===== src/rtl/hilo_acc_bank.sv =====
// hilo_acc_bank: NUM_BANKS {HI,LO} register pairs with direct writes and a 2-cycle MADD/MSUB engine
// Optional feature macro: HILO_BYPASS_EN (write-before-read forwarding of direct writes to the read port).
// Ports:
//   clk, rst (async, active-low)
//   rd_bank -> hi_data_out/lo_data_out (combinational read, 0 for out-of-range banks)
//   wr_bank, we_hi/hi_data_in, we_lo/lo_data_in : direct writes (MTHI/MTLO/MULT/DIV)
//   acc_valid/acc_ready, acc_op, acc_bank, acc_a, acc_b : accumulate request handshake
//   acc_done : pulse after the edge that wrote the accumulate result; busy : engine in MUL or ACC
module hilo_acc_bank #(
  parameter int DATA_WIDTH = 32,
  parameter int NUM_BANKS = 2,
  localparam int BANK_W = NUM_BANKS > 1 ? $clog2(NUM_BANKS) : 1
) (
  input  logic                  clk,
  input  logic                  rst,
  input  logic [BANK_W-1:0]     rd_bank,
  input  logic [BANK_W-1:0]     wr_bank,
  input  logic                  we_hi,
  input  logic [DATA_WIDTH-1:0] hi_data_in,
  input  logic                  we_lo,
  input  logic [DATA_WIDTH-1:0] lo_data_in,
  input  logic                  acc_valid,
  output logic                  acc_ready,
  input  logic [1:0]            acc_op,
  input  logic [BANK_W-1:0]     acc_bank,
  input  logic [DATA_WIDTH-1:0] acc_a,
  input  logic [DATA_WIDTH-1:0] acc_b,
  output logic                  acc_done,
  output logic                  busy,
  output logic [DATA_WIDTH-1:0] hi_data_out,
  output logic [DATA_WIDTH-1:0] lo_data_out
);
  localparam int DW = DATA_WIDTH;
  typedef enum logic [1:0] {IDLE, MUL, ACC} state_t;
  state_t state;
  logic [DW-1:0] hi_q [NUM_BANKS];
  logic [DW-1:0] lo_q [NUM_BANKS];
  logic [1:0] op_q;
  logic [BANK_W-1:0] bank_q;
  logic [DW-1:0] a_q, b_q;
  logic [2*DW-1:0] prod_q, a_ext, b_ext, acc_cur, acc_sum;
  logic [DW-1:0] rd_hi, rd_lo;
  logic acc_wr;
  // Out-of-range indices match no bank, so reads give 0 and writes are dropped.
  always_comb begin
    rd_hi = '0;
    rd_lo = '0;
    acc_cur = '0;
    for (int i = 0; i < NUM_BANKS; i++) begin
      if (rd_bank == BANK_W'(i)) begin
        rd_hi = hi_q[i];
        rd_lo = lo_q[i];
      end
      if (bank_q == BANK_W'(i)) acc_cur = {hi_q[i], lo_q[i]};
    end
  end
  // Sign/zero-extending to 2*DW makes the low 2*DW bits of one multiply correct for both signednesses.
  assign a_ext = op_q[0] ? {{DW{a_q[DW-1]}}, a_q} : {{DW{1'b0}}, a_q};
  assign b_ext = op_q[0] ? {{DW{b_q[DW-1]}}, b_q} : {{DW{1'b0}}, b_q};
  // acc_cur is sampled at the ACC edge, so direct writes made during MUL are folded in.
  assign acc_sum = op_q[1] ? acc_cur - prod_q : acc_cur + prod_q;
  assign acc_wr = state == ACC;
  assign acc_ready = state == IDLE;
  assign busy = ~acc_ready;
  always_ff @(posedge clk or negedge rst) begin
    if (!rst) begin
      state <= IDLE;
      acc_done <= 1'b0;
      op_q <= '0;
      bank_q <= '0;
      a_q <= '0;
      b_q <= '0;
      prod_q <= '0;
      for (int i = 0; i < NUM_BANKS; i++) begin
        hi_q[i] <= '0;
        lo_q[i] <= '0;
      end
    end else begin
      acc_done <= acc_wr;
      state <= state == IDLE ? (acc_valid ? MUL : IDLE) : state == MUL ? ACC : IDLE;
      if (state == IDLE && acc_valid) begin
        op_q <= acc_op;
        bank_q <= acc_bank;
        a_q <= acc_a;
        b_q <= acc_b;
      end
      if (state == MUL) prod_q <= a_ext * b_ext;
      // A direct write to the accumulating bank wins per half; the other half keeps the acc result.
      for (int i = 0; i < NUM_BANKS; i++) begin
        if (we_hi && wr_bank == BANK_W'(i)) hi_q[i] <= hi_data_in;
        else if (acc_wr && bank_q == BANK_W'(i)) hi_q[i] <= acc_sum[2*DW-1:DW];
        if (we_lo && wr_bank == BANK_W'(i)) lo_q[i] <= lo_data_in;
        else if (acc_wr && bank_q == BANK_W'(i)) lo_q[i] <= acc_sum[DW-1:0];
      end
    end
  end
`ifdef HILO_BYPASS_EN
  logic rd_ok;
  assign rd_ok = {1'b0, rd_bank} < (BANK_W+1)'(NUM_BANKS);
  assign hi_data_out = we_hi && rd_ok && wr_bank == rd_bank ? hi_data_in : rd_hi;
  assign lo_data_out = we_lo && rd_ok && wr_bank == rd_bank ? lo_data_in : rd_lo;
`else
  assign hi_data_out = rd_hi;
  assign lo_data_out = rd_lo;
`endif
endmodule


===== config.mk =====
export PLATFORM = sky130hd
export DESIGN_NAME = hilo_acc_bank
export DESIGN_NICKNAME = d
export VERILOG_FILES = /design/src/rtl/hilo_acc_bank.sv
export SDC_FILE = /design/constraint.sdc
export NUM_CORES = 2
export LEC_CHECK = 0
export BUFFER_PORTS_ARGS = -buffer_cell sky130_fd_sc_hd__buf_2
export CORE_MARGIN = 2
export CORE_UTILIZATION = 55
export CTS_CLUSTER_DIAMETER = 120
export DETAILED_ROUTE_END_ITERATION = 6
export MAX_ROUTING_LAYER = met4
export PLACE_DENSITY = 0.78
export SETUP_SLACK_MARGIN = 0.02
export SYNTH_ARGS = -nofsm -noshare
export SYNTH_HDL_FRONTEND = slang
export SYNTH_SLANG_ARGS = --single-unit
export TNS_END_PERCENT = 50

===== constraint.sdc =====
create_clock -name clk -period 12.3 [get_ports clk]
set_input_delay 2.46 -clock clk [delete_from_list [all_inputs] [get_ports clk]]
set_output_delay 2.46 -clock clk [all_outputs]
set_load 0.01 [all_outputs]

==> results.yml <==
sta:
  period_minus_slack_ns: 9.96
  setup_violations: 0
  worst_slew_pin_slew_ns: 1.15
  slew_viol_final: 0
  max_freq_mhz: 100
  relSlewSlack: 0.234
  final.setup.tns_ns: 0
  finalCritPeriodShare: 0.809
  rsz0062_at_grt: "false"
  hold_viol: 0
  fin_skew_ns: 0.0269
drt:
  detail_route.vias_per_cell: 5.63
  drtIter0Drc: 3836
  postRouteAntennaNets: 0
  drcViolationCount: 0
  firstDrtPassIters: 6
  vias: 48600
  wl_per_cell_um: 21.3
  drt_wl_total_mm: 184
die:
  dieArea_um2: 122000
  core_area_um2: 118000
  rows: 126
  die_w_um: 349
  initial_core_util: 0.554
  die_h_um: 349
  io_pins: 205
yosys:
  postSynthCellCount: 7106
  ys.warnings.count: 0
  syn_avg_cell_area_um2: 9.21
  synth_seq_area_share: 0.100
  synth_fp_nets: 9039
  synth_top_family_by_area: "adder cells"
  yosysUniqueCellTypes: 89
  synth_mux_area_frac: 0.0383
  synth_xor_area_frac: 0.0311
  synthSimpleGateAreaFrac: 0.142
  synth-seq-cells: 262
  synth_edf_count: 0
  synth-async-reset-ratio: 1.00
  synth_ff_type: "dfrtp_1"
  synthesis.area_um2: 65400
  synth_compound_area_frac: 0.0716
  synthAdderAreaFrac: 0.506
clock_network:
  ctsHoldBuffers: 0
  cts_resized: 0
  root_buffer: "clkbuf_16"
  cts_buffers: 34
  clk_pin_slew_worst_paths_ns: 0.06
  clock_path_buffers: 3
  cts.sinks: 262
  cts_tree: "built"
  cts_setup_buffers: 0
  clk_latency_ns: 0.60
  htree_num_levels: 2
worst_setup_path:
  crit_type: "reg -> reg"
  rrSetupSlack_ns: 2.34
  crit_path_start: "op_q[0]"
  cp_slowest_cell: "fa_1"
  rr_endpoint: "prod_q[58]"
  crit_buf_inv: 9
  cp_common_cell: "fa_1"
  crit_arrival_ns: 10.44
  end_kind: "flip-flop"
  required_ns: 12.79
  cp_slowest_stage_delay_ns: 0.70
  endpoint: "prod_q[58]"
  path_delay_family: "adder cells"
  critical_path_depth: 32
  critPathLaunchType: "flip-flop"
  reg2regPathDepth: 32
  worst-path-max-fanout: 17
  reg2reg_from: "op_q[0]"
job:
  maxCapViolCount: 0
finish:
  area_growth_pct: 5.31
  drive_above_1_share: 0.0856
  nFillCells: 10200
  nets: 8995
global_route:
  grt_first_pass_wirelength_mm: 294
  antenna_found_initial: 4
  grt_pass1_vias: 52500
  grt_max_degree: 122
  gr-total-overflow: 0
  track_usage: 0.320
placement:
  dp_hpwl_mm: 149
  portBuffers: 204
  place_congestion: 1.01
hold_path:
  hold_class: "reg -> reg"
  hold_depth: 1
outcome:
  outcome: "completed"
==> state kept, by name (all words and copies together), names as in the netlist <==
signal,count
lo_q,64
bank_q,1
b_q,32
hi_q,64
op_q,2
a_q,32
state,2
prod_q,64
acc_done,1
==> layout by cell type, fill, tap and decap left out, types with 13 or more instances in the layout <==
cell,instances
o21bai_1,28
a21o_1,85
o21a_1,22
nand4_1,30
clkbuf_16,35
nor2b_1,16
o211ai_1,13
nor3_1,49
and2_1,578
xnor2_1,179
buf_4,86
nand3_1,71
dfrtp_1,254
ha_1,379
o21ai_0,189
mux2_2,196
buf_2,203
fa_1,1416
inv_1,1560
xor2_1,53
nand2_1,787
a211oi_1,18
mux2i_1,30
nand2b_1,16
a21oi_1,266
nor2_1,220
a31oi_1,42
and3_1,69
==> cells by family after synthesis <==
family                     Yosys count
buffers and inverters             1931
and+or+nand+nor                   1897
adders and majority gates         1797
AOI/OAI and AO/OA                  761
DFF                                262
xor gates and xnor gates           232
muxes                              226
==> area by class of cell <==
cell class	count	area, um^2	area share
diodes	1	2.50	0.0000363
clock buffers	41	938	0.0136
clock inverters	20	269	0.00390
inverters	1561	5860	0.0850
multi-input cells	4913	51700	0.750
flip-flops and latches	262	6570	0.0953
well taps	1536	1920	0.0279
repair buffers	290	1680	0.0243
==> worst min-delay path by stage <==
stage / from / to
6_report: b_q[16] / b_q[16]
5_1_grt: b_q[25] / b_q[25]
4_1_cts: b_q[24] / b_q[24]
3_5_place_dp: a_q[18] / a_q[18]
3_3_place_gp: a_q[5] / a_q[5]
2_1_floorplan: state[0] / acc_done
==> per-layer routing <==
layer | part of all wire | wire (um) | vias to the layer above | track usage
met3 | 0.10 | 18600 | 396 | 0.0732
li1 | - | - | 21300 | -
met2 | 0.45 | 82700 | 2198 | 0.487
met4 | 0.031 | 5650 | 0 | 0.0897
met1 | 0.42 | 77000 | 24700 | 0.433
met5 | 0 | 0 | - | -
==> stage by stage <==
step / instance area, um^2 / setup WS [ns] / utilization / hold WS [ns] / std cells
floorplan: 65400 / 2.97 / - / 0.455 / 7106
global placement: 67700 / 2.45 / 0.573 / 0.492 / 8562
detailed placement: 67700 / 2.34 / 0.573 / 0.498 / 8562
global route: 68900 / 1.84 / 0.583 / 0.527 / 8623
CTS: 68900 / 2.34 / 0.583 / 0.513 / 8623
finish: 68900 / 2.34 / 0.584 / 0.510 / 8624
==> worst reg2reg max path: cells and delay by family (launching register included) <==
kind / cells / cell delay, ns
buffers and inverters: 9 / 1.07
AO/OA/AOI/OAI: 9 / 2.10
XOR/XNOR: 1 / 0.15
adder cells (fa/ha/maj): 11 / 5.66
AND/OR/NAND/NOR: 2 / 0.48
flip-flops: 1 / 0.37
==> Yosys cell counts, types with 6 or more instances <==
master	n	area (um^2)
inv_1	1560	5860
fa_1	1416	28300
nand2_1	789	2960
and2_1	579	3620
ha_1	379	4740
clkbuf_1	343	1290
a21oi_1	266	1330
dfrtp_1	262	6560
nor2_1	221	830
mux2_2	196	2210
o21ai_0	189	946
xnor2_1	179	1570
a21o_1	85	638
nand3_1	71	355
and3_1	69	432
xor2_1	53	464
nor3_1	49	245
a31oi_1	42	263
mux2i_1	30	300
nand4_1	30	188
o21bai_1	28	210
buf_1	23	86.3
o21a_1	22	165
nor2b_1	19	119
a211oi_1	18	135
nand2b_1	18	113
o211ai_1	13	97.6
o21ai_1	11	55.1
or3_1	10	62.6
nor4_1	9	56.3
or2_2	9	56.3
a21boi_0	7	52.6
o22ai_1	7	43.8
o31ai_1	6	45.0
Power is left out: the tool's default activity adds up to more than one toggle a clock period on the data nets, which glitch-free logic cannot reach.
